### config.mk
export PLATFORM = sky130hd
export DESIGN_NAME = wishbone_2mst_arbiter
export DESIGN_NICKNAME = d
export VERILOG_FILES = /design/src/rtl/wb_arb_pkg.sv /design/src/rtl/wb_ack_watchdog.sv /design/src/rtl/wishbone_2mst_arbiter.sv
export SDC_FILE = /design/constraint.sdc
export NUM_CORES = 1
export LEC_CHECK = 0
export CAP_MARGIN = 20
export CORE_AREA = 5 5 121 123
export CTS_CLUSTER_SIZE = 10
export DETAILED_ROUTE_END_ITERATION = 8
export DIE_AREA = 0 0 126 128
export PLACE_DENSITY_LB_ADDON = 0.08
export RECOVER_POWER = 50
export SYNTH_ARGS = -nofsm -noshare
export SYNTH_HDL_FRONTEND = slang
export SYNTH_HIERARCHICAL = 1
export SYNTH_SLANG_ARGS = --single-unit
export TNS_END_PERCENT = 5
### constraint.sdc
create_clock -name clk -period 3.4 [get_ports clk]
set_input_delay 0.68 -clock clk [delete_from_list [all_inputs] [get_ports clk]]
set_output_delay 0.68 -clock clk [all_outputs]
set_load 0.005 [all_outputs]
### src/rtl/wb_arb_pkg.sv
// ---------------------------------------------------------------------------
// wb_arb_pkg
// Shared definitions for the two-master Wishbone arbiter: grant FSM state
// encoding, master index constants, default watchdog sizing (shared with
// the 1-to-8 interconnect) and a helper that maps a grant state to the
// one-hot grant vector.
// ---------------------------------------------------------------------------
package wb_arb_pkg;

    typedef enum logic [1:0] {
        ST_IDLE = 2'd0,
        ST_GNT0 = 2'd1,
        ST_GNT1 = 2'd2
    } arb_state_e;

    localparam logic M0_IDX = 1'b0;
    localparam logic M1_IDX = 1'b1;

    localparam int unsigned WB_ARB_TW      = 8;
    localparam int unsigned WB_ARB_TIMEOUT = 255;

    // One-hot grant for a state (bit0 = master 0); unknown encodings map to 00.
    function automatic logic [1:0] gnt_onehot(input arb_state_e st);
        logic [1:0] g;
        case (st)
            ST_GNT0: g = 2'b01;
            ST_GNT1: g = 2'b10;
            ST_IDLE: g = 2'b00;
            default: g = 2'b00;
        endcase
        return g;
    endfunction

endpackage

### src/rtl/wb_ack_watchdog.sv
// ---------------------------------------------------------------------------
// wb_ack_watchdog
// Counts cycles on which the granted master strobes without an ack. After
// TIMEOUT such cycles it raises err_pend for exactly one cycle and restarts.
// TIMEOUT = 0 removes the counter and ties err_pend low.
// Ports:
//   clk, rst_n  clock, asynchronous active-low reset
//   stb         strobe of the granted master (already gated by its cyc)
//   ack         slave acknowledge
//   clr         grant is changing on the coming edge
//   err_pend    registered one-cycle timeout pulse
// ---------------------------------------------------------------------------
module wb_ack_watchdog
    import wb_arb_pkg::*;
#(
    parameter int unsigned TW      = WB_ARB_TW,
    parameter int unsigned TIMEOUT = WB_ARB_TIMEOUT
) (
    input  logic clk,
    input  logic rst_n,
    input  logic stb,
    input  logic ack,
    input  logic clr,
    output logic err_pend
);

    generate
        if (TIMEOUT == 0) begin : g_off
            logic unused_s;
            assign unused_s = &{1'b0, clk, rst_n, stb, ack, clr};
            assign err_pend = 1'b0;
        end else begin : g_on
            localparam logic [TW-1:0] LAST_CNT = TW'(TIMEOUT - 1);
            localparam logic [TW-1:0] CNT_MAX  = {TW{1'b1}};
            localparam logic [TW-1:0] CNT_ONE  = {{(TW-1){1'b0}}, 1'b1};

            logic [TW-1:0] wdog_r;
            logic          err_r;

            // Stall counter and err pulse; the pulse cycle itself restarts the count.
            always_ff @(posedge clk or negedge rst_n) begin
                if (!rst_n) begin
                    wdog_r <= {TW{1'b0}};
                    err_r  <= 1'b0;
                end else if (err_r || clr || !stb || ack) begin
                    wdog_r <= {TW{1'b0}};
                    err_r  <= 1'b0;
                end else if (wdog_r == LAST_CNT) begin
                    wdog_r <= {TW{1'b0}};
                    err_r  <= 1'b1;
                end else if (wdog_r != CNT_MAX) begin
                    wdog_r <= wdog_r + CNT_ONE;
                    err_r  <= 1'b0;
                end else begin
                    wdog_r <= wdog_r;
                    err_r  <= 1'b0;
                end
            end

            assign err_pend = err_r;
        end
    endgenerate

endmodule

### src/rtl/wishbone_2mst_arbiter.sv
// ---------------------------------------------------------------------------
// wishbone_2mst_arbiter
// Shares one Wishbone slave port between master 0 (management core) and
// master 1 (on-chip sequencer). Round-robin on ties, bus locked to the owner
// while its CYC stays high, direct handoff when the owner releases, and an
// ack watchdog that returns ERR to the owner of a stalled transfer.
// Ports:
//   clk, rst_n            clock, asynchronous active-low reset
//   m0_* / m1_*           master ports (cyc/stb/adr/we/dat/sel in;
//                         dat/ack/err out)
//   s_*                   slave port toward the interconnect
//   gnt_o                 registered one-hot grant, 00 when idle
// ---------------------------------------------------------------------------
module wishbone_2mst_arbiter
    import wb_arb_pkg::*;
#(
    parameter int unsigned TW      = WB_ARB_TW,
    parameter int unsigned TIMEOUT = WB_ARB_TIMEOUT
) (
    input  logic        clk,
    input  logic        rst_n,
    input  logic        m0_cyc_i,
    input  logic        m0_stb_i,
    input  logic [31:0] m0_adr_i,
    input  logic        m0_we_i,
    input  logic [31:0] m0_dat_i,
    input  logic [3:0]  m0_sel_i,
    output logic [31:0] m0_dat_o,
    output logic        m0_ack_o,
    output logic        m0_err_o,
    input  logic        m1_cyc_i,
    input  logic        m1_stb_i,
    input  logic [31:0] m1_adr_i,
    input  logic        m1_we_i,
    input  logic [31:0] m1_dat_i,
    input  logic [3:0]  m1_sel_i,
    output logic [31:0] m1_dat_o,
    output logic        m1_ack_o,
    output logic        m1_err_o,
    output logic        s_cyc_o,
    output logic        s_stb_o,
    output logic        s_we_o,
    output logic [31:0] s_adr_o,
    output logic [31:0] s_dat_o,
    output logic [3:0]  s_sel_o,
    input  logic [31:0] s_dat_i,
    input  logic        s_ack_i,
    output logic [1:0]  gnt_o
);

    arb_state_e state_r;
    arb_state_e state_next_s;
    logic       last_r;
    logic [1:0] gnt_r;
    logic       err_pend_s;
    logic       wd_stb_s;
    logic       grant_chg_s;
    logic       ack0_s;
    logic       ack1_s;

    // State register, last-served master and registered grant vector.
    always_ff @(posedge clk or negedge rst_n) begin
        if (!rst_n) begin
            state_r <= ST_IDLE;
            last_r  <= M1_IDX;
            gnt_r   <= 2'b00;
        end else begin
            state_r <= state_next_s;
            gnt_r   <= gnt_onehot(state_next_s);
            if (state_next_s == ST_GNT0) begin
                last_r <= M0_IDX;
            end else if (state_next_s == ST_GNT1) begin
                last_r <= M1_IDX;
            end else begin
                last_r <= last_r;
            end
        end
    end

    // Next grant: re-arbitrate only when idle or when the owner has dropped CYC.
    always_comb begin
        logic decide_s;
        decide_s     = 1'b0;
        state_next_s = state_r;
        case (state_r)
            ST_IDLE: decide_s = 1'b1;
            ST_GNT0: decide_s = ~m0_cyc_i;
            ST_GNT1: decide_s = ~m1_cyc_i;
            default: decide_s = 1'b1;
        endcase
        if (decide_s) begin
            if (m0_cyc_i && m1_cyc_i) begin
                // Tie goes to whoever was not served last.
                state_next_s = (last_r == M1_IDX) ? ST_GNT0 : ST_GNT1;
            end else if (m0_cyc_i) begin
                state_next_s = ST_GNT0;
            end else if (m1_cyc_i) begin
                state_next_s = ST_GNT1;
            end else begin
                state_next_s = ST_IDLE;
            end
        end else begin
            state_next_s = state_r;
        end
    end

    assign grant_chg_s = (state_next_s != state_r);
    assign ack0_s      = s_ack_i & m0_stb_i;
    assign ack1_s      = s_ack_i & m1_stb_i;

    // Bus muxing from the registered grant. A pending timeout pulls cyc/stb
    // low toward the slave for the err cycle; a late ack in that cycle still
    // wins over err so the master never sees both.
    always_comb begin
        s_cyc_o  = 1'b0;
        s_stb_o  = 1'b0;
        s_we_o   = 1'b0;
        s_adr_o  = 32'h0000_0000;
        s_dat_o  = 32'h0000_0000;
        s_sel_o  = 4'h0;
        m0_dat_o = 32'h0000_0000;
        m0_ack_o = 1'b0;
        m0_err_o = 1'b0;
        m1_dat_o = 32'h0000_0000;
        m1_ack_o = 1'b0;
        m1_err_o = 1'b0;
        wd_stb_s = 1'b0;
        case (state_r)
            ST_GNT0: begin
                s_cyc_o  = m0_cyc_i & ~err_pend_s;
                s_stb_o  = m0_cyc_i & m0_stb_i & ~err_pend_s;
                s_we_o   = m0_cyc_i & m0_we_i;
                s_adr_o  = m0_adr_i & {32{m0_cyc_i}};
                s_dat_o  = m0_dat_i & {32{m0_cyc_i}};
                s_sel_o  = m0_sel_i & {4{m0_cyc_i}};
                m0_dat_o = s_dat_i;
                m0_ack_o = ack0_s;
                m0_err_o = err_pend_s & ~ack0_s;
                wd_stb_s = m0_cyc_i & m0_stb_i;
            end
            ST_GNT1: begin
                s_cyc_o  = m1_cyc_i & ~err_pend_s;
                s_stb_o  = m1_cyc_i & m1_stb_i & ~err_pend_s;
                s_we_o   = m1_cyc_i & m1_we_i;
                s_adr_o  = m1_adr_i & {32{m1_cyc_i}};
                s_dat_o  = m1_dat_i & {32{m1_cyc_i}};
                s_sel_o  = m1_sel_i & {4{m1_cyc_i}};
                m1_dat_o = s_dat_i;
                m1_ack_o = ack1_s;
                m1_err_o = err_pend_s & ~ack1_s;
                wd_stb_s = m1_cyc_i & m1_stb_i;
            end
            ST_IDLE: begin
                wd_stb_s = 1'b0;
            end
            default: begin
                wd_stb_s = 1'b0;
            end
        endcase
    end

    assign gnt_o = gnt_r;

    wb_ack_watchdog #(
        .TW      (TW),
        .TIMEOUT (TIMEOUT)
    ) u_wdog (
        .clk      (clk),
        .rst_n    (rst_n),
        .stb      (wd_stb_s),
        .ack      (s_ack_i),
        .clr      (grant_chg_s),
        .err_pend (err_pend_s)
    );

endmodule

After elaboration in Yosys (flattened, before gate mapping)
Index checks and enable logic that the tools add are counted.
{"block": "word_totals", "reg_bits": 14, "input_bits": 177, "out_inout_bits": 141, "elab_cells": 70}
{"block": "classes", "n_addsub": 1, "eq_ne": 7, "muxes": 27, "bitwise_logic": 23, "n_reduce_logical": 7}
{"operator": "bitwise AND 32 bit", "n": 4}
{"operator": "case mux 32 bit (2 select lines)", "n": 2}
{"operator": "2-to-1 mux 32 bit", "n": 2}
{"operator": "2-to-1 mux 8 bit", "n": 3}
{"operator": "bitwise AND 1 bit", "n": 12}
{"operator": "2-to-1 mux 2 bit", "n": 5}
{"operator": "case mux 1 bit (2 select lines)", "n": 5}
{"operator": "adder 8 x 1 -> 8 bit (second input constant)", "n": 1}
{"operator": "bitwise AND 4 bit", "n": 2}
{"operator": "equality test 8 bit (second input constant)", "n": 1}
{"operator": "2-to-1 mux 1 bit", "n": 8}
{"operator": "inequality test 8 bit (second input constant)", "n": 1}
{"operator": "case mux 4 bit (2 select lines)", "n": 1}
{"operator": "NOT 1 bit", "n": 5}
{"operator": "equality test 2 x 1 -> 1 bit (second input constant)", "n": 2}
{"operator": "equality test 2 bit (second input constant)", "n": 2}
{"operator": "case mux 2 bit (2 select lines)", "n": 1}
{"operator": "logical OR 1 bit", "n": 3}
{"operator": "nonzero test 3 bit", "n": 1}
{"operator": "inequality test 2 bit", "n": 1}
{"operator": "nonzero test 2 bit", "n": 1}
{"operator": "logical AND 1 bit", "n": 1}
{"operator": "logical NOT 1 bit", "n": 1}

Logic depth before layout (Yosys ltp)
{"block": "logic_depth", "depth_word": 9, "mapped_depth": 11, "ltp_nobuf": 8}

By module
The synthesis kept the hierarchy.
{"mod": "wishbone_2mst_arbiter", "instances": 1, "cells_each": 280, "area_per_inst_um2": 1799.2, "seq_area_each_um2": 126.4}
{"mod": "wb_ack_watchdog", "instances": 1, "cells_each": 52, "area_per_inst_um2": 530.5, "seq_area_each_um2": 225.2}

Worst setup path after synthesis
No wires, ideal clock.
{"block": "synth_path", "kind": "reg-to-reg", "start": "reg state_r[0]", "end": "reg u_wdog.g_on.wdog_r[0]", "setup_ns": 0.086, "arrival_ns": 2.141, "required_ns": 3.314, "slack_ns": 1.173, "path_stages_with_launch": 9, "n_path_buf": 1, "synth_period_minus_slack_ns": 2.227, "cell_sequence": "dfrtp_1 inv_1 ha_1 buf_2 o31ai_1 o221ai_1 nor4b_4 o21ai_2 nor3_1"}
{"block": "synth_between", "elab_chain_len": 8, "elab_cells_between_ends": 12, "cone_classes": "eq/ne: 3; mux: 4; reduce/logical: 5"}
{"element": "start: declaration", "line": "wishbone_2mst_arbiter.sv:51", "source": "arb_state_e state_r;"}
{"element": "start signal: assignment", "line": "wishbone_2mst_arbiter.sv:68", "source": "state_r <= state_next_s;"}
{"element": "equality test 2 bit or equality test 2 x 1 -> 1 bit (tied branches)", "line": "wishbone_2mst_arbiter.sv:85", "source": "case (state_r)"}
{"element": "case mux 1 bit (2 select lines)", "line": "wishbone_2mst_arbiter.sv:85"}
{"element": "2-to-1 mux 2 bit", "line": "wishbone_2mst_arbiter.sv:91", "source": "if (decide_s) begin"}
{"element": "inequality test 2 bit *", "line": "wishbone_2mst_arbiter.sv:107", "source": "assign grant_chg_s = (state_next_s != state_r);"}
{"element": "named net grant_chg_s", "line": "wishbone_2mst_arbiter.sv:57", "source": "logic grant_chg_s;"}
{"element": "logical OR 1 bit * (3 in a row)", "line": "wb_ack_watchdog.sv:45", "source": "end else if (err_r || clr || !stb || ack) begin"}
{"element": "nonzero test 3 bit (no source line) or 2-to-1 mux 8 bit (tied branches)"}
{"element": "end signal: assignment", "line": "wb_ack_watchdog.sv:43", "source": "wdog_r <= {TW{1'b0}};"}
{"element": "end signal: assignment", "line": "wb_ack_watchdog.sv:46", "source": "wdog_r <= {TW{1'b0}};"}
{"element": "end signal: assignment", "line": "wb_ack_watchdog.sv:49", "source": "wdog_r <= {TW{1'b0}};"}
{"element": "end: declaration", "line": "wb_ack_watchdog.sv:37", "source": "logic [TW-1:0] wdog_r;"}
The timed path passes the listed nets; every way through them passes the cells marked *.
A chain may end at the register's enable or synchronous reset.

Worst setup path after layout
{"block": "layout_path", "start": "in m1_cyc_i", "end": "out s_dat_o[12]"}
{"block": "layout_between", "elab_chain_len": 2}
{"element": "start: declaration", "line": "wishbone_2mst_arbiter.sv:31", "source": "input logic m1_cyc_i,"}
{"element": "bitwise AND 32 bit", "line": "wishbone_2mst_arbiter.sv:146", "source": "s_dat_o = m1_dat_i & {32{m1_cyc_i}};"}
{"element": "case mux 32 bit (2 select lines)", "line": "wishbone_2mst_arbiter.sv:128", "source": "case (state_r)"}
{"element": "end: declaration", "line": "wishbone_2mst_arbiter.sv:44", "source": "output logic [31:0] s_dat_o,"}
No other way between the ends.

==> metrics.txt <==
Post-Route WL 15,400 um; syn nets 515; final non-filler cell total 810; PortBufs 317; simple-gate share of the synthesized area 39.4%; final setup vio count 0; Max stage delay cell, worst path clkdlybuf4s50_1; XOR/XNOR Fraction of Synth Area 0.376%; fillers 1,395; max_cap viols 0; Max stage delay on crit path 0.56 ns; final setup margin 0.217 ns; unrepaired setup endpoints after global routing false; Sinks on Clock Net 14; Internal Pwr Total 1.66 mW; Synth cell types 44; CTS tree yes; worst-path maximum fanout 44; final max-slew violation count 0; H-tree levels 1; via count 3,684; grt met1 use 20.2%; row count 43; combinational share of power 83.0%; cell count after synthesis 332; setup slack after placement 0.213 ns; WS Path Type in2out; Worst Path Arrival 2.50 ns; setup bufs post-CTS 0; WL/cell 19.0 um; crit path capture type output pin; leakage 2.11 nW; crit-path most repeated cell clkdlybuf4s50_1; initial core utilization 17.2%; Register Area 352 sq um; Synth Area in Adders 3.22%; CP Launch Type input pin; post-synthesis sequential area ratio 15.1%; Psw 1.19 mW; M2 GR Usage 33.2%; # DRC 0; first-pass GRT wire length 22,400 um; vias per cell 4.55; # diodes 0; maximum clock path buffer count 2; reg2reg start state_r[0]; placed cell count 806; vias in the first global route 3,566; core outline area 0.0136 sq mm; Hold Buf Count CTS 0; crit path launch m1_cyc_i; Critical Path RT 2.72 ns; post-synthesis mux area share 1.40%; Layout Utilization 42.3%; CTS buffer count 3; Final Critical Period 3.18 ns; initial DRC count 158; Compound-Gate Fraction of Synth Area 30.4%; chip height 128 um; GPL Wtd Cong 0.925; worst hold slack 0.486 ns; clock root buffer clkbuf_16; PD cells 496 mW/mm^2; Sw Ratio 41.7%; Seq pwr share 8.3%; largest family of logic cells by synthesized area simple AND/OR/NAND/NOR gates; Synth Cell Area 0.00233 sq mm; final setup skew 0.00336 ns; worst hold path type reg2reg; fin crit share 93.6%; die width 126 um; Gates resized, CTS repair 0; total negative setup slack 0 ns; DR pass1 iterations 4; count of final hold-check violations 0; relative slew slack 55.1%; synthesized area per cell 7.02 sq um; Least-Margin Pin Slew 0.671 ns; clock-pin slew on the worst setup and hold paths 0.05 ns; Peak VDD IR 0.000417 V; status finished, final reports clean; Clk pwr share 8.7%; multi-input logic area 0.00174 sq mm; # IOs 318; YS warnings 6; Skew-Pair Late Insertion Delay 0.24 ns; Tot GR Track Use 17.4%; Seq cells post-synth 14; most used routing layer met2; initial antenna violation count 0; Syn-to-layout area delta 146%; grt ovf 0; HP Start last_r; share of layout cells above drive strength 1 4.13%; met3 global-route usage 3.21%; maximum clock rate 0.314 GHz; Die ar. 0.0161 sq mm; FF-to-FF setup slack 0.66 ns; largest net degree at the start of global routing 45; crit-path cells clkdlybuf4s50_1 -> and2_2 -> buf_12 -> a22oi_1 -> nor2_1 -> clkdlybuf4s50_1; Nets 814; hpwl dp 12,500 um; Routed Antenna Nets 0
[cell usage after synthesis]
library cell	instances	share of area, %
nor2_1	72	12
a22oi_1	69	22
and2_1	67	18
clkbuf_1	13	2.1
dfrtp_1	13	14
buf_6	10	4.8
buf_2	9	1.9
nor3_1	9	1.9
a21oi_1	8	1.7
nand2_1	7	1.1
ha_1	6	3.2
inv_1	6	0.97
and3_1	3	0.81
nand3_1	3	0.64
o31ai_1	3	0.97
a211oi_2	2	1.1
a31oi_1	2	0.54
a32oi_1	2	0.75
mux2_2	2	0.97
nand2b_1	2	0.54
a211o_1	1	0.38
a211oi_1	1	0.32
a21boi_0	1	0.32
a21o_1	1	0.32
a21oi_2	1	0.38
and4_1	1	0.38
buf_4	1	0.32
dfstp_2	1	1.1
mux2i_1	1	0.43
nand4_1	1	0.27
nand4_2	1	0.54
nor2b_1	1	0.27
nor2b_2	1	0.38
nor3_4	1	0.70
nor4_1	1	0.27
nor4b_1	1	0.38
nor4b_4	1	1.0
o211ai_1	1	0.32
o21ai_2	1	0.38
o21bai_1	1	0.32
o221ai_1	1	0.38
or2_2	1	0.27
or3_1	1	0.27
xnor2_1	1	0.38
[cell usage in the layout (no fill, tap or decap), drive strengths merged, types with 3 or more instances in the layout]
cell and n:
buf 8, inv 6, ha 6, dlygate4sd3 31, clkbuf 6, and3 3
and2 67, a211oi 3, dfrtp 13, nor3 10, clkdlybuf4s50 286, o31ai 3
a22oi 69, nor2 72, nand3 3, a21oi 9, nand2 7
[cell families (layout without fill, tap and decap cells)]
logic type,count (synthesis),after routing
xor gates and xnor gates,1,1
and+or+nand+nor,174,174
muxes,3,3
AOI/OAI and AO/OA,95,95
buffers and inverters,39,337
DFF,14,14
adders and majority gates,6,6
[power by group through the flow]
| stage | clock (mW) | sequential (mW) | combinational (mW) |
|---|---|---|---|
| final | 0.247 | 0.236 | 2.36 |
| after global routing | 0.260 | 0.242 | 2.59 |
| after CTS | 0.251 | 0.235 | 2.47 |
| after detailed placement | 0 | 0.238 | 2.45 |
| after global placement | 0 | 0.238 | 2.45 |
| after floorplan | 0 | 0.230 | 1.10 |
[sequential cells by signal, indices dropped and copies added, names as in the netlist]
| name | flops |
|---|---|
| u_wdog/err_pend | 1 |
| gnt_o | 2 |
| u_wdog/g_on.wdog_r | 8 |
| state_r | 2 |
| last_r | 1 |
[critical path: cells and delay by family]
family | cells | cell delay (ns)
buffers and inverters | 3 | 1.33
AO/OA/AOI/OAI | 1 | 0.12
AND/OR/NAND/NOR | 2 | 0.35
[metrics by stage]
| stage | power [mW] | instance area (sq um) |
|---|---|---|
| 3_5_place_dp | 2.69 | 5660 |
| 4_1_cts | 2.95 | 5750 |
| 5_1_grt | 3.10 | 5740 |
| 6_report | 2.84 | 5740 |
| 3_3_place_gp | 2.68 | 5660 |
| 2_1_floorplan | 1.33 | 2330 |
[metal layers]
layer,vias to the layer above,routed length [um]
met4,0,342
met2,154,8170
met1,1733,5980
met5,-,0
li1,1777,-
met3,20,861
[final timing paths]
path	end	cells past startpoint
max	s_dat_o[12]	6
max in group asynchronous	u_wdog/g_on.wdog_r[5]	1
max reg2reg	u_wdog/g_on.wdog_r[3]	7
min	last_r	2
min reg2reg	last_r	2
min in group asynchronous	u_wdog/g_on.wdog_r[3]	1
[cell type report]
cell class	instances	share of cell area (%)
Clock buffer	4	1.55
Inverter	6	0.393
Multi-Input combinational cell	279	30.4
Sequential cell	14	6.13
Tap cell	180	3.93
Timing Repair Buffer	327	57.6
Note: power is estimated with default switching activity, not from simulation.
